File: config.mk
export PLATFORM = sky130hd
export DESIGN_NAME = bird_motion_ctrl_flat
export DESIGN_NICKNAME = d
export VERILOG_FILES = /design/src/rtl/bird_motion_ctrl_if.sv /design/src/rtl/bird_motion_ctrl.sv /design/src/flat_wrapper.sv
export SDC_FILE = /design/constraint.sdc
export NUM_CORES = 1
export LEC_CHECK = 0
export ABC_AREA = 1
export CORE_UTILIZATION = 23
export CTS_BUF_LIST = sky130_fd_sc_hd__clkbuf_8
export DETAILED_ROUTE_END_ITERATION = 10
export SETUP_SLACK_MARGIN = 0.15
export SLEW_MARGIN = 30
export SYNTH_ARGS = -nofsm -noshare
export SYNTH_HDL_FRONTEND = slang
export SYNTH_SLANG_ARGS = --single-unit
File: constraint.sdc
create_clock -name clk -period 2.18 [get_ports clk]
set_input_delay 0.436 -clock clk [delete_from_list [all_inputs] [get_ports clk]]
set_output_delay 0.436 -clock clk [all_outputs]
set_load 0.05 [all_outputs]
File: src/rtl/bird_motion_ctrl_if.sv
// rtl/bird_motion_ctrl_if.sv - flap/collide inputs and bird motion outputs as one bundle
// Purpose: carries the game-level signals between the stimulus side (button
//          stage + pipe logic) and bird_motion_ctrl.
// Signals: flap      - single-cycle flap pulse
//          collide   - bird cell overlaps a pipe (level)
//          bird_row  - current bird row, 0 = top
//          playing   - game is in PLAY
//          game_over - game is in DEAD
//          step      - one-cycle pulse after each executed gravity step
// Modports: master drives flap/collide, slave (the controller) drives the rest.
interface bird_motion_ctrl_if #(
    parameter int ROWS = 16
);
    logic                    flap;
    logic                    collide;
    logic [$clog2(ROWS)-1:0] bird_row;
    logic                    playing;
    logic                    game_over;
    logic                    step;

    modport master (
        output flap,
        output collide,
        input  bird_row,
        input  playing,
        input  game_over,
        input  step
    );

    modport slave (
        input  flap,
        input  collide,
        output bird_row,
        output playing,
        output game_over,
        output step
    );
endinterface

File: src/rtl/bird_motion_ctrl.sv
// rtl/bird_motion_ctrl.sv - IDLE/PLAY/DEAD game controller with gravity tick and bird row
// Purpose: turns flap pulses into bird vertical motion, advancing one gravity
//          step every TICK_DIV cycles while playing; pipe collisions or
//          hitting the floor end the game.
// Ports:   clk   - system clock
//          reset - asynchronous active-high reset
//          bus   - slave side of bird_motion_ctrl_if (flap, collide in;
//                  bird_row, playing, game_over, step out)
module bird_motion_ctrl #(
    parameter int ROWS      = 16,
    parameter int START_ROW = 7,
    parameter int TICK_DIV  = 12500000,
    parameter int FLAP_RISE = 3
) (
    input  logic                 clk,
    input  logic                 reset,
    bird_motion_ctrl_if.slave    bus
);
    localparam int RW = $clog2(ROWS);
    localparam int CW = $clog2(TICK_DIV);

    localparam logic [RW:0]   RISE_W   = (RW+1)'(FLAP_RISE);
    localparam logic [RW:0]   FLOOR_W  = (RW+1)'(ROWS - 1);
    localparam logic [RW-1:0] START_W  = RW'(START_ROW);
    localparam logic [CW-1:0] CNT_LAST = CW'(TICK_DIV - 1);

    typedef enum logic [1:0] {
        ST_IDLE,
        ST_PLAY,
        ST_DEAD
    } state_t;

    state_t        state_q;
    logic [RW-1:0] row_q;
    logic [CW-1:0] cnt_q;
    logic          pend_q;
    logic          step_q;

    // One guard bit above the row: a rise past the top shows up as the MSB
    // set, which selects the clamp to row 0.
    logic [RW:0]   rise_ext;
    logic [RW:0]   fall_ext;
    logic [RW-1:0] rise_row_d;

    assign rise_ext   = {1'b0, row_q} - RISE_W;
    assign fall_ext   = {1'b0, row_q} + {{RW{1'b0}}, 1'b1};
    assign rise_row_d = rise_ext[RW] ? '0 : rise_ext[RW-1:0];

    always_ff @(posedge clk or posedge reset) begin
        if (reset) begin
            state_q <= ST_IDLE;
            row_q   <= START_W;
            cnt_q   <= '0;
            pend_q  <= 1'b0;
            step_q  <= 1'b0;
        end else begin
            step_q <= 1'b0;
            case (state_q)
                ST_IDLE: begin
                    // The starting flap only launches the game; it is not a rise.
                    if (bus.flap) begin
                        state_q <= ST_PLAY;
                        cnt_q   <= '0;
                        pend_q  <= 1'b0;
                    end
                end
                ST_PLAY: begin
                    if (bus.collide) begin
                        // Collision wins over a coinciding step: no move, no pulse.
                        state_q <= ST_DEAD;
                        pend_q  <= 1'b0;
                    end else if (cnt_q == CNT_LAST) begin
                        cnt_q  <= '0;
                        step_q <= 1'b1;
                        pend_q <= 1'b0;
                        if (pend_q || bus.flap) begin
                            row_q <= rise_row_d;
                        end else if (fall_ext >= FLOOR_W) begin
                            row_q   <= FLOOR_W[RW-1:0];
                            state_q <= ST_DEAD;
                        end else begin
                            row_q <= fall_ext[RW-1:0];
                        end
                    end else begin
                        cnt_q <= cnt_q + 1'b1;
                        if (bus.flap) begin
                            pend_q <= 1'b1;
                        end
                    end
                end
                ST_DEAD: begin
                    if (bus.flap) begin
                        state_q <= ST_IDLE;
                        row_q   <= START_W;
                        cnt_q   <= '0;
                        pend_q  <= 1'b0;
                    end
                end
                default: state_q <= ST_IDLE;
            endcase
        end
    end

    assign bus.bird_row  = row_q;
    assign bus.playing   = (state_q == ST_PLAY);
    assign bus.game_over = (state_q == ST_DEAD);
    assign bus.step      = step_q;
endmodule

File: src/flat_wrapper.sv
// flat-port wrapper written by rule: the top's interface ports become plain ports
module bird_motion_ctrl_flat 
#(
    parameter int ROWS      = 16,
    parameter int START_ROW = 7,
    parameter int TICK_DIV  = 12500000,
    parameter int FLAP_RISE = 3
)
  (clk, reset, bus_flap, bus_collide, bus_bird_row, bus_playing, bus_game_over, bus_step);
  bird_motion_ctrl_if #(.ROWS(ROWS)) bus_i ();
  input  logic clk;
  input  logic reset;
  input wire logic [$bits(bus_i.flap)-1:0] bus_flap;
  input wire logic [$bits(bus_i.collide)-1:0] bus_collide;
  output wire logic [$bits(bus_i.bird_row)-1:0] bus_bird_row;
  output wire logic [$bits(bus_i.playing)-1:0] bus_playing;
  output wire logic [$bits(bus_i.game_over)-1:0] bus_game_over;
  output wire logic [$bits(bus_i.step)-1:0] bus_step;
  assign bus_i.flap = bus_flap;
  assign bus_i.collide = bus_collide;
  assign bus_bird_row = bus_i.bird_row;
  assign bus_playing = bus_i.playing;
  assign bus_game_over = bus_i.game_over;
  assign bus_step = bus_i.step;
  bird_motion_ctrl #(.ROWS(ROWS), .START_ROW(START_ROW), .TICK_DIV(TICK_DIV), .FLAP_RISE(FLAP_RISE)) u_core (.clk(clk), .reset(reset), .bus(bus_i));
endmodule
==> reports/summary.log, run 1 <==
[placement] Post-Place Setup Slack -0.0267 ns
[setup_path] slowest stage cell on the critical path sky130_fd_sc_hd__dfstp_2
[setup_path] sum of buffers and inverters on the critical path 1
[synth] area of the mapped netlist 0.00232 mm²
[power_and_ir_drop] Leak Pwr 0.00123 µW
[synth] post-synthesis register bit count 32
[floorplanning] core area 0.00977 mm²
[sta] minimum period implied by the final worst setup slack 1.85 ns
[sta] final setup violating endpoints 0
[placement] placed wire-length estimate 4000 µm
[floorplanning] floorplan row count 36
[route] Post-DRT Antenna Nets 0
[setup_path] maximum single-stage delay on the critical path 0.59 ns
[route] Via density 4.39
[setup_path] critical path data arrival time 1.42 ns
[clocking] worst-case clock buffer depth 2
[sta] Worst-Margin Slew 0.519 ns
[setup_path] element type at the critical path start flop
[clocking] number of hold buffers added after CTS 0
[setup_path] crit-path leading delay family flip-flops
[setup_path] Setup crit end kind output port
[clocking] Skew-Pair Late Insertion Delay 0.28 ns
[power_and_ir_drop] peak ir drop on the vdd network 0.638 mV
[clocking] clock-pin slew of the registers on the worst-case setup and hold paths 0.06 ns
[finish] most common library cell in the layout ignoring fill and taps sky130_fd_sc_hd__nand2_1
[synth] Syn Inst Count 342
[route] vias after detailed routing 2161
[finish] Final Core Density 27.4%
[sta] setup total negative slack 0 ns
[finish] growth of design area from synthesis to finish 15.7%
[floorplanning] DIE HEIGHT 102 µm
[clocking] TritonCTS clock tree yes
[clocking] count of H-tree levels built during CTS 2
[route] # DRC 0
[clocking] Root Buffer sky130_fd_sc_hd__clkbuf_8
[floorplanning] full die area 0.0105 mm²
[floorplanning] IO Count 11
[route] WL/cell 10.8 µm
[synth] synthesized area divided by synthesized cell count 6.77 µm²
[global_routing] via count of the first global-routing pass 2025
[global_routing] number of antenna violations at the first check in global routing 0
[hold_path] Hold/Removal Path Class flop to flop
[synth] number of warning messages in the yosys log 0
[global_routing] overflow left after global routing 0
[clocking] clk sink count 32
[finish] count of antenna diodes in the layout 0
[placement] final estimated routing congestion in global placement 0.872
[finish] final net count 365
[route] final WL 5320 µm
[placement] I/O Buffers 10
[global_routing] global-route usage over all layers 11.4%
[sta] Tcrit/Tclk final 85.0%
[route] number of violations reported at the end of detailed-routing iteration 0 162
[sta] RSZ-0062 raised after global routing false
[setup_path] Worst Path Max Fanout 7
[placement] placed cell area 0.00258 mm²
[sta] highest clock frequency the design can meet 540 MHz
[outcome] run status finished, final reports clean
[global_routing] wire length of the first global-routing pass 9270 µm
[finish] share of post-route cells with drive strength above 1 12.8%
[sta] clock skew 0.00596 ns
[floorplanning] effective utilization at floorplan 23.7%
[sta] PnR worst setup slack 0.327 ns
[clocking] clock buffers created by TritonCTS 5
[setup_path] critical setup path kind flop to output port
[clocking] number of setup buffers added after CTS 0
[global_routing] largest net degree at the start of global routing 33
[power_and_ir_drop] Power per Cell Area 882 mW/mm²
[flow_run] max-cap viol count 0
[clocking] number of resized instances in the post-cts repair step 1
[sta] Hold Violations, Final 0
[finish] most frequent cells in the layout 95 x sky130_fd_sc_hd__nand2_1, 50 x sky130_fd_sc_hd__inv_1, 46 x sky130_fd_sc_hd__nor2_1, 31 x sky130_fd_sc_hd__nand3_1, 29 x sky130_fd_sc_hd__dfrtp_1
[route] iteration count of the initial detailed-routing pass 5
[synth] post-synthesis net count 349
[setup_path] data required time of the critical path 1.74 ns
[synth] part of the Yosys area used for sequential elements 34.7%
[finish] post-route cell area 0.00268 mm²
[floorplanning] Horiz. Die Dim 102 µm
[sta] Slew headroom 65.3%
[sta] worst hold slack 0.467 ns
[setup_path] cell-by-cell trace of the critical path dlygate4sd2_1
[synth] post-synth cell types 31
[sta] Slew Viols, Final 0
==> routing by layer <==
metal  global-route usage [%]  wire length, µm  part of all wire [%]
met1                     14.6             2490                    47
met2                     18.8             2540                    48
met3                     1.64              242                   4.5
met4                     5.16               57                   1.1
met5                        0                0                     0
==> worst paths after layout <==
| check | start | end | slack [ns] | cells past startpoint |
|---|---|---|---|---|
| setup / recovery | u_core.bus.bird_row[2] | bus_bird_row[2] | 0.33 | 1 |
| hold / removal | u_core.state_q[1] | u_core.state_q[0] | 0.47 | 1 |
| setup reg to reg | u_core.bus.bird_row[0] | u_core.state_q[0] | 0.44 | 10 |
| hold reg to reg | u_core.state_q[1] | u_core.state_q[0] | 0.47 | 1 |
| max in group asynchronous | reset | u_core.bus.bird_row[0] | 1.29 | 3 |
| min in group asynchronous | reset | u_core.cnt_q[18] | 0.54 | 3 |
==> sequential cells by signal, summed over array words and instances, names as in the netlist <==
register,flops
u_core.bus.bird_row,4
u_core.bus.step,1
u_core.cnt_q,24
u_core.pend_q,1
u_core.state_q,2
==> per-stage QoR <==
step / std cells / power [µW]
after floorplan: 342 / 1640
after global placement: 484 / 1910
after detailed placement: 484 / 1920
after CTS: 492 / 2390
after global routing: 492 / 2530
final: 492 / 2360
==> worst reg2reg max path, cell delays in order (launching register included) <==
cell                      delay (ns)
sky130_fd_sc_hd__dfstp_2        0.61
sky130_fd_sc_hd__inv_1          0.08
sky130_fd_sc_hd__ha_1           0.30
sky130_fd_sc_hd__nor2_1         0.10
sky130_fd_sc_hd__nor2_1         0.05
sky130_fd_sc_hd__nor2_1         0.08
sky130_fd_sc_hd__nand2_1        0.06
sky130_fd_sc_hd__nand2_1        0.07
sky130_fd_sc_hd__nand3_1        0.08
sky130_fd_sc_hd__nand2_1        0.11
sky130_fd_sc_hd__o21ai_0        0.09
==> final cells by class <==
| cell class | count | area [µm²] |
|---|---|---|
| Fill cell | 1073 | 7100 |
| Multi-Input combinational cell | 255 | 1270 |
| Sequential cell | 32 | 805 |
| Inverter | 50 | 193 |
| Tap cell | 133 | 166 |
| Timing Repair Buffer | 14 | 159 |
| Clock buffer | 6 | 82.6 |
| Clock inverter | 2 | 7.51 |
==> power breakdown <==
group          switching [µW]  leakage, µW  internal [µW]  total (µW)
clock                     222    0.0000538            248         470
sequential                108     0.000432            688         796
combinational             735     0.000744            362        1100
total                    1060      0.00123           1300        2360
==> cell families (layout without fill, tap and decap cells) <==
logic type               after synthesis  in the layout  share of synthesized area (%)
adder cells (fa/ha/maj)                3              3                           1.62
AO/OA/AOI/OAI                         24             24                           5.73
flip-flops                            32             32                           34.7
AND/OR/NAND/NOR                      223            223                           45.2
XOR/XNOR                               5              5                           1.89
buffers and inverters                 55             72                           10.8
==> cell usage after synthesis <==
library cell                 n  area (µm²)
sky130_fd_sc_hd__nand3_2     1        10.0
sky130_fd_sc_hd__o21ai_0    14        70.1
sky130_fd_sc_hd__inv_2       1        3.75
sky130_fd_sc_hd__nor2_1     48         180
sky130_fd_sc_hd__nand3b_4    1        20.0
sky130_fd_sc_hd__a21oi_1     6        30.0
sky130_fd_sc_hd__nand4_1    17         106
sky130_fd_sc_hd__o21bai_1    2        15.0
sky130_fd_sc_hd__nor2_2     14        87.6
sky130_fd_sc_hd__dfstp_2     3        78.8
sky130_fd_sc_hd__dfrtp_1    29         726
sky130_fd_sc_hd__buf_12      1        20.0
sky130_fd_sc_hd__nand2_4     2        22.5
sky130_fd_sc_hd__nand3_4     1        17.5
sky130_fd_sc_hd__buf_2       1        5.00
sky130_fd_sc_hd__xnor2_1     2        17.5
sky130_fd_sc_hd__buf_4       1        7.51
sky130_fd_sc_hd__nor3_1      6        30.0
sky130_fd_sc_hd__o2111ai_1   1        8.76
sky130_fd_sc_hd__inv_1      48         180
sky130_fd_sc_hd__clkinv_4    1        8.76
sky130_fd_sc_hd__xor2_1      3        26.3
sky130_fd_sc_hd__nand2_2     2        12.5
sky130_fd_sc_hd__a21oi_2     1        8.76
sky130_fd_sc_hd__nand3_1    31         155
sky130_fd_sc_hd__nor2_4      3        33.8
sky130_fd_sc_hd__nand3b_1    2        15.0
sky130_fd_sc_hd__clkbuf_8    1        13.8
sky130_fd_sc_hd__nand2_1    95         357
sky130_fd_sc_hd__buf_6       1        11.3
sky130_fd_sc_hd__ha_1        3        37.5
Power figures use the tool's default switching activity.
==> inputs of run 2 (changes only) <==
--- a/config.mk
+++ b/config.mk
@@ -9,6 +9,7 @@
 export CORE_UTILIZATION = 23
 export CTS_BUF_LIST = sky130_fd_sc_hd__clkbuf_8
 export DETAILED_ROUTE_END_ITERATION = 10
+export HOLD_SLACK_MARGIN = 0.05
 export SETUP_SLACK_MARGIN = 0.15
 export SLEW_MARGIN = 30
 export SYNTH_ARGS = -nofsm -noshare
==> results of run 2 <==
The final DEF is identical to that of run 1; final timing and power are the same.
